$ cat src/rtl/dmem_arbiter_if.sv
// rtl/dmem_arbiter_if.sv - bus bundle between the requesters, the data memory and the arbiter
//
// Signals:
//   p_req/p_we/p_addr/p_wdata      pipeline memory-stage request
//   p_stall/p_rdata/p_rvalid       pipeline stall and read return
//   x_req/x_we/x_addr/x_wdata      external (loader/debug) request
//   x_gnt/x_rdata/x_rvalid         external grant and read return
//   mem_we/mem_addr/mem_din        data memory command
//   mem_dout                       data memory read data
// Modports:
//   slave   arbiter view (serves both requesters, drives the memory)
//   master  environment view (requesters and memory)
interface dmem_arbiter_if;
    logic        p_req;
    logic        p_we;
    logic [31:0] p_addr;
    logic [31:0] p_wdata;
    logic        p_stall;
    logic [31:0] p_rdata;
    logic        p_rvalid;

    logic        x_req;
    logic        x_we;
    logic [31:0] x_addr;
    logic [31:0] x_wdata;
    logic        x_gnt;
    logic [31:0] x_rdata;
    logic        x_rvalid;

    logic        mem_we;
    logic [31:0] mem_addr;
    logic [31:0] mem_din;
    logic [31:0] mem_dout;

    modport slave (
        input  p_req, p_we, p_addr, p_wdata,
        output p_stall, p_rdata, p_rvalid,
        input  x_req, x_we, x_addr, x_wdata,
        output x_gnt, x_rdata, x_rvalid,
        output mem_we, mem_addr, mem_din,
        input  mem_dout
    );

    modport master (
        output p_req, p_we, p_addr, p_wdata,
        input  p_stall, p_rdata, p_rvalid,
        output x_req, x_we, x_addr, x_wdata,
        input  x_gnt, x_rdata, x_rvalid,
        input  mem_we, mem_addr, mem_din,
        output mem_dout
    );
endinterface

$ cat src/rtl/dmem_arbiter.sv
// rtl/dmem_arbiter.sv - single-port data memory arbiter between pipeline (P) and external (X) requesters
//
// Ports:
//   clk   system clock
//   rst   synchronous active-high reset
//   bus   dmem_arbiter_if.slave: P and X request/return channels and the memory command port
// Parameters:
//   READ_LATENCY  cycles from memory address to valid mem_dout (1..4)
//   MAX_WAIT      consecutive denied cycles after which X is forced a grant (1..255)
module dmem_arbiter #(
    parameter int unsigned READ_LATENCY = 1,
    parameter int unsigned MAX_WAIT     = 4
) (
    input  logic           clk,
    input  logic           rst,
    dmem_arbiter_if.slave  bus
);

    localparam logic [7:0] MAX_WAIT_C = 8'(MAX_WAIT);

    // Arbitration
    logic x_forced;
    logic p_gnt;
    logic x_gnt;
    logic p_stall;

    // Memory command
    logic        mem_we;
    logic [31:0] mem_addr;
    logic [31:0] mem_din;

    // Registered copies so an idle cycle replays the last address/data instead of X
    logic [31:0] addr_q, addr_d;
    logic [31:0] din_q,  din_d;

    // Consecutive-denial counter for X
    logic [7:0] wait_cnt_q, wait_cnt_d;

    // Read return pipe; owner bit 1 means the read belongs to X
    logic [READ_LATENCY-1:0] pipe_valid_q, pipe_valid_d;
    logic [READ_LATENCY-1:0] pipe_owner_q, pipe_owner_d;
    logic                    push_valid;
    logic                    push_owner;

    // Every output is forced quiet while reset is asserted, whatever the requests say.
    always_comb begin
        x_forced = bus.x_req & (wait_cnt_q == MAX_WAIT_C);
        p_gnt    = ~rst & bus.p_req & ~x_forced;
        x_gnt    = ~rst & bus.x_req & ~p_gnt;
        p_stall  = ~rst & bus.p_req & ~p_gnt;
    end

    always_comb begin
        mem_we   = 1'b0;
        mem_addr = addr_q;
        mem_din  = din_q;
        if (rst) begin
            mem_addr = 32'd0;
            mem_din  = 32'd0;
        end else if (p_gnt) begin
            mem_we   = bus.p_we;
            mem_addr = bus.p_addr;
            mem_din  = bus.p_wdata;
        end else if (x_gnt) begin
            mem_we   = bus.x_we;
            mem_addr = bus.x_addr;
            mem_din  = bus.x_wdata;
        end
        addr_d = mem_addr;
        din_d  = mem_din;
    end

    always_comb begin
        wait_cnt_d = wait_cnt_q;
        if (x_gnt | ~bus.x_req) begin
            wait_cnt_d = 8'd0;
        end else if (wait_cnt_q < MAX_WAIT_C) begin
            wait_cnt_d = wait_cnt_q + 8'd1;
        end
    end

    // A request only enters the pipe in its grant cycle, so a held (stalled)
    // P request is never issued twice.
    always_comb begin
        push_valid = (p_gnt | x_gnt) & ~mem_we;
        push_owner = x_gnt;
        pipe_valid_d    = pipe_valid_q;
        pipe_owner_d    = pipe_owner_q;
        pipe_valid_d[0] = push_valid;
        pipe_owner_d[0] = push_owner;
        for (int i = 1; i < int'(READ_LATENCY); i++) begin
            pipe_valid_d[i] = pipe_valid_q[i-1];
            pipe_owner_d[i] = pipe_owner_q[i-1];
        end
    end

    always_ff @(posedge clk) begin
        if (rst) begin
            addr_q       <= 32'd0;
            din_q        <= 32'd0;
            wait_cnt_q   <= 8'd0;
            pipe_valid_q <= '0;
            pipe_owner_q <= '0;
        end else begin
            addr_q       <= addr_d;
            din_q        <= din_d;
            wait_cnt_q   <= wait_cnt_d;
            pipe_valid_q <= pipe_valid_d;
            pipe_owner_q <= pipe_owner_d;
        end
    end

    assign bus.p_stall  = p_stall;
    assign bus.x_gnt    = x_gnt;
    assign bus.mem_we   = mem_we;
    assign bus.mem_addr = mem_addr;
    assign bus.mem_din  = mem_din;

    assign bus.p_rvalid = ~rst & pipe_valid_q[READ_LATENCY-1] & ~pipe_owner_q[READ_LATENCY-1];
    assign bus.x_rvalid = ~rst & pipe_valid_q[READ_LATENCY-1] &  pipe_owner_q[READ_LATENCY-1];

    // Read data is a plain pass-through; consumers qualify it with their rvalid.
    assign bus.p_rdata  = rst ? 32'd0 : bus.mem_dout;
    assign bus.x_rdata  = rst ? 32'd0 : bus.mem_dout;

endmodule

$ cat src/flat_wrapper.sv
// flat-port wrapper written by rule: the top's interface ports become plain ports
module dmem_arbiter_flat 
#(
    parameter int unsigned READ_LATENCY = 1,
    parameter int unsigned MAX_WAIT     = 4
)
  (clk, rst, bus_p_req, bus_p_we, bus_p_addr, bus_p_wdata, bus_p_stall, bus_p_rdata, bus_p_rvalid, bus_x_req, bus_x_we, bus_x_addr, bus_x_wdata, bus_x_gnt, bus_x_rdata, bus_x_rvalid, bus_mem_we, bus_mem_addr, bus_mem_din, bus_mem_dout);
  dmem_arbiter_if bus_i ();
  input  logic clk;
  input  logic rst;
  input wire logic [$bits(bus_i.p_req)-1:0] bus_p_req;
  input wire logic [$bits(bus_i.p_we)-1:0] bus_p_we;
  input wire logic [$bits(bus_i.p_addr)-1:0] bus_p_addr;
  input wire logic [$bits(bus_i.p_wdata)-1:0] bus_p_wdata;
  output wire logic [$bits(bus_i.p_stall)-1:0] bus_p_stall;
  output wire logic [$bits(bus_i.p_rdata)-1:0] bus_p_rdata;
  output wire logic [$bits(bus_i.p_rvalid)-1:0] bus_p_rvalid;
  input wire logic [$bits(bus_i.x_req)-1:0] bus_x_req;
  input wire logic [$bits(bus_i.x_we)-1:0] bus_x_we;
  input wire logic [$bits(bus_i.x_addr)-1:0] bus_x_addr;
  input wire logic [$bits(bus_i.x_wdata)-1:0] bus_x_wdata;
  output wire logic [$bits(bus_i.x_gnt)-1:0] bus_x_gnt;
  output wire logic [$bits(bus_i.x_rdata)-1:0] bus_x_rdata;
  output wire logic [$bits(bus_i.x_rvalid)-1:0] bus_x_rvalid;
  output wire logic [$bits(bus_i.mem_we)-1:0] bus_mem_we;
  output wire logic [$bits(bus_i.mem_addr)-1:0] bus_mem_addr;
  output wire logic [$bits(bus_i.mem_din)-1:0] bus_mem_din;
  input wire logic [$bits(bus_i.mem_dout)-1:0] bus_mem_dout;
  assign bus_i.p_req = bus_p_req;
  assign bus_i.p_we = bus_p_we;
  assign bus_i.p_addr = bus_p_addr;
  assign bus_i.p_wdata = bus_p_wdata;
  assign bus_p_stall = bus_i.p_stall;
  assign bus_p_rdata = bus_i.p_rdata;
  assign bus_p_rvalid = bus_i.p_rvalid;
  assign bus_i.x_req = bus_x_req;
  assign bus_i.x_we = bus_x_we;
  assign bus_i.x_addr = bus_x_addr;
  assign bus_i.x_wdata = bus_x_wdata;
  assign bus_x_gnt = bus_i.x_gnt;
  assign bus_x_rdata = bus_i.x_rdata;
  assign bus_x_rvalid = bus_i.x_rvalid;
  assign bus_mem_we = bus_i.mem_we;
  assign bus_mem_addr = bus_i.mem_addr;
  assign bus_mem_din = bus_i.mem_din;
  assign bus_i.mem_dout = bus_mem_dout;
  dmem_arbiter #(.READ_LATENCY(READ_LATENCY), .MAX_WAIT(MAX_WAIT)) u_core (.clk(clk), .rst(rst), .bus(bus_i));
endmodule
$ cat config.mk
export PLATFORM = sky130hd
export DESIGN_NAME = dmem_arbiter_flat
export DESIGN_NICKNAME = d
export VERILOG_FILES = /design/src/rtl/dmem_arbiter_if.sv /design/src/rtl/dmem_arbiter.sv /design/src/flat_wrapper.sv
export SDC_FILE = /design/constraint.sdc
export NUM_CORES = 1
export LEC_CHECK = 0
export BUFFER_PORTS_ARGS = -buffer_cell sky130_fd_sc_hd__buf_2
export CORE_AREA = 2 2 116 118
export CTS_CLUSTER_SIZE = 16
export DETAILED_ROUTE_END_ITERATION = 16
export DIE_AREA = 0 0 118 120
export GPL_ROUTABILITY_DRIVEN = 0
export PLACE_DENSITY_LB_ADDON = 0.25
export SYNTH_ARGS = -nofsm -noshare
export SYNTH_HDL_FRONTEND = slang
export SYNTH_SLANG_ARGS = --single-unit
$ cat constraint.sdc
create_clock -name clk -period 3.1 [get_ports clk]
set_input_delay 0.62 -clock clk [delete_from_list [all_inputs] [get_ports clk]]
set_output_delay 0.62 -clock clk [all_outputs]
set_load 0.02 [all_outputs]
==> impl_metrics.py <==
metrics = {
    "die": {
        "io_pins": 299,
        "core_area_mm2": 0.01298,
        "die-area_mm2": 0.01416,
        "row_count": 42,
        "start_util": 0.4258,
        "die_w_um": 118,
        "chipHeight_um": 120,
    },
    "sta": {
        "period_share": 0.9690,
        "skew_ns": 0.005654,
        "hold_violations": 0,
        "worst_slack_ns": 0.09599,
        "relSlewSlack": 0.6728,
        "max_freq_mhz": 332.9,
        "setup-tns-final_ns": 0,
        "rsz0062_at_grt": "no",
        "worstMarginPinSlew_ns": 0.4908,
        "fin_crit_ns": 3.004,
        "slew_viol_final": 0,
        "setup_viol": 0,
    },
    "cells_and_area": {
        "syn_to_final_growth_pct": 31.56,
        "fin_nets": 950,
        "antenna_cells": 0,
        "fin_util": 0.5602,
        "drive_gt1_frac": 0.5388,
    },
    "grt": {
        "groute.usage.overall": 0.1871,
        "antenna_found_initial": 0,
        "grt_pass1_vias": 4473,
        "overflow": 0,
        "grt_pass1_wl_mm": 21.52,
        "grt_max_degree": 70,
    },
    "routing": {
        "postRouteAntennaNets": 0,
        "drtIter0Drc": 198,
        "num_vias": 4477,
        "first_pass_iters": 4,
        "via_per_inst": 4.649,
        "wl_mm": 13.64,
        "drc": 0,
        "wire_per_inst_um": 14.16,
    },
    "synthesis": {
        "synth_top_family_by_area": "multiplexers",
        "ys.flop_type": "dfxtp_1",
        "synth_fp_nets": 706,
        "synth_cell_type_count": 30,
        "syn_inst": 538,
        "ys_ff_latch": 74,
        "synth_edf_count": 0,
        "seq_area_frac_synth": 0.2681,
        "synth_compound_area_frac": 0.01223,
        "synthSimpleGateAreaFrac": 0.1782,
        "synthArstFlopShare": 0,
        "synth_area_mm2": 0.005527,
        "muxShareOfSynthArea": 0.4460,
        "synthXorXnorAreaFrac": 0,
        "synth_fa_ha_area_frac": 0.004528,
        "synth_area_per_cell_um2": 10.27,
        "ys_warn_count": 0,
    },
    "worst_setup_path": {
        "crit_type": "flop to output pin",
        "required_ns": 2.48,
        "cp-start-kind": "flop",
        "cp.arrival_ns": 2.38,
        "crit_path_end_kind": "output pin",
        "worstPathMaxFanout": 52,
    },
    "clock_network": {
        "htree_levels": 3,
        "clk_pin_slew_worst_paths_ns": 0.06,
        "cts_hold_buf": 0,
        "clock_sinks": 74,
        "clk_path_buf_depth": 2,
        "cts_tree": "done",
        "post_cts_buffers": 0,
        "worstSkewPairLatency_ns": 0.34,
        "root_buffer": "clkbuf_16",
        "cts_buffers": 9,
    },
    "pwr": {
        "power_density_mw_per_mm2": 418.6,
        "cellLeakagePower_nw": 3.949,
        "irDropWorstVdd_uv": 321.6,
    },
    "place": {
        "pre_cts_slack_ns": 0.3657,
        "hpwl_mm": 10.06,
        "numPortBuffers": 298,
    },
    "run": {
        "cap_violations": 0,
    },
    "min_path": {
        "hp-class": "flop to flop",
    },
    "run_status": {
        "status": "complete, no violations",
    },
}
==> state kept, by name, summed over array words and instances, names as in the netlist <==
| name | count |
|---|---|
| u_core.addr_q | 32 |
| u_core.din_q | 32 |
| u_core.pipe_owner_q | 1 |
| u_core.pipe_valid_q | 1 |
| u_core.wait_cnt_q | 8 |
==> area by class of cell <==
cell class | instances | area [µm²]
Clock buffer | 12 | 266.5
Sequential cell | 74 | 1481
Timing Repair Buffer | 306 | 1659
Multi-Input combinational cell | 387 | 3556
Inverter | 4 | 15.01
Fill cell | 1165 | 5709
Clock inverter | 4 | 72.57
Tap cell | 176 | 220.2
==> critical path: stages, from the launching register on <==
cell	delay [ns]
dfxtp_1	0.31
or4_4	0.54
o41a_4	0.42
buf_16	0.24
mux2_4	0.34
buf_2	0.16
==> metrics by stage <==
stage | instances | hold WS [ns] | cell area, µm² | power [mW]
after floorplan | 538 | 0.4205 | 5527 | 1.662
after global placement | 946 | 0.4347 | 6872 | 1.865
after detailed placement | 946 | 0.4437 | 6872 | 1.885
after CTS | 963 | 0.4574 | 7251 | 3.085
after global routing | 963 | 0.4927 | 7271 | 3.194
final | 963 | 0.4601 | 7271 | 3.043
==> worst paths after layout <==
path,startpoint,to,slack [ns],cells past startpoint
min reg2reg,u_core.wait_cnt_q[4],u_core.wait_cnt_q[4],0.46,1
max reg2reg,u_core.wait_cnt_q[3],u_core.addr_q[30],1.00,4
min,u_core.wait_cnt_q[4],u_core.wait_cnt_q[4],0.46,1
max,u_core.wait_cnt_q[3],bus_mem_addr[23],0.1,5
==> cells by family (layout without fill, tap and decap cells) <==
family / Yosys count / count (layout)
AO/OA/AOI/OAI: 8 / 8
adder cells (fa/ha/maj): 2 / 2
buffers and inverters: 77 / 326
flip-flops: 74 / 74
multiplexers: 193 / 193
AND/OR/NAND/NOR: 184 / 184
==> Yosys cell counts, types with 2 or more instances <==
library cell	count	area, µm²
and2_1	5	31.28
buf_1	2	7.510
buf_2	9	45.04
buf_4	32	240.2
buf_6	11	123.9
clkbuf_1	19	71.32
dfxtp_1	74	1481
ha_1	2	25.02
inv_1	4	15.01
mux2_1	30	337.8
mux2_4	99	1486
mux2i_1	64	640.6
nor2_1	70	262.8
nor2b_1	98	613.1
nor3b_1	2	15.01
o31a_1	2	17.52
or4_1	2	15.01
==> power breakdown <==
part	internal [mW]	leakage (nW)	switching, mW
sequential	1.02	0.613	0.0175
combinational	0.418	3.17	0.421
clock	0.769	0.165	0.401
==> cell usage in the layout (no fill, tap or decap), drive strengths merged, types with 4 or more instances in the layout <==
cell type / instances
buf: 305
nor2b: 98
dfxtp: 74
nor2: 70
mux2: 129
clkbuf: 12
and2: 5
inv: 4
mux2i: 64
==> layer usage <==
metal  up-vias  routed length (µm)  global-route usage
li1       2263                   -                   -
met1      2069                5965              0.2234
met2       136                6621              0.3176
met3         9                 933             0.07224
met4         0                 116             0.04367
met5         -                   0                   0
==> what timing repair did <==
action | CTS | global route
cloned | 1 | 0
endpoints found under the setup margin | 16 | 64
resized for setup | 1 | 3
(Power assumes the default switching activity.)
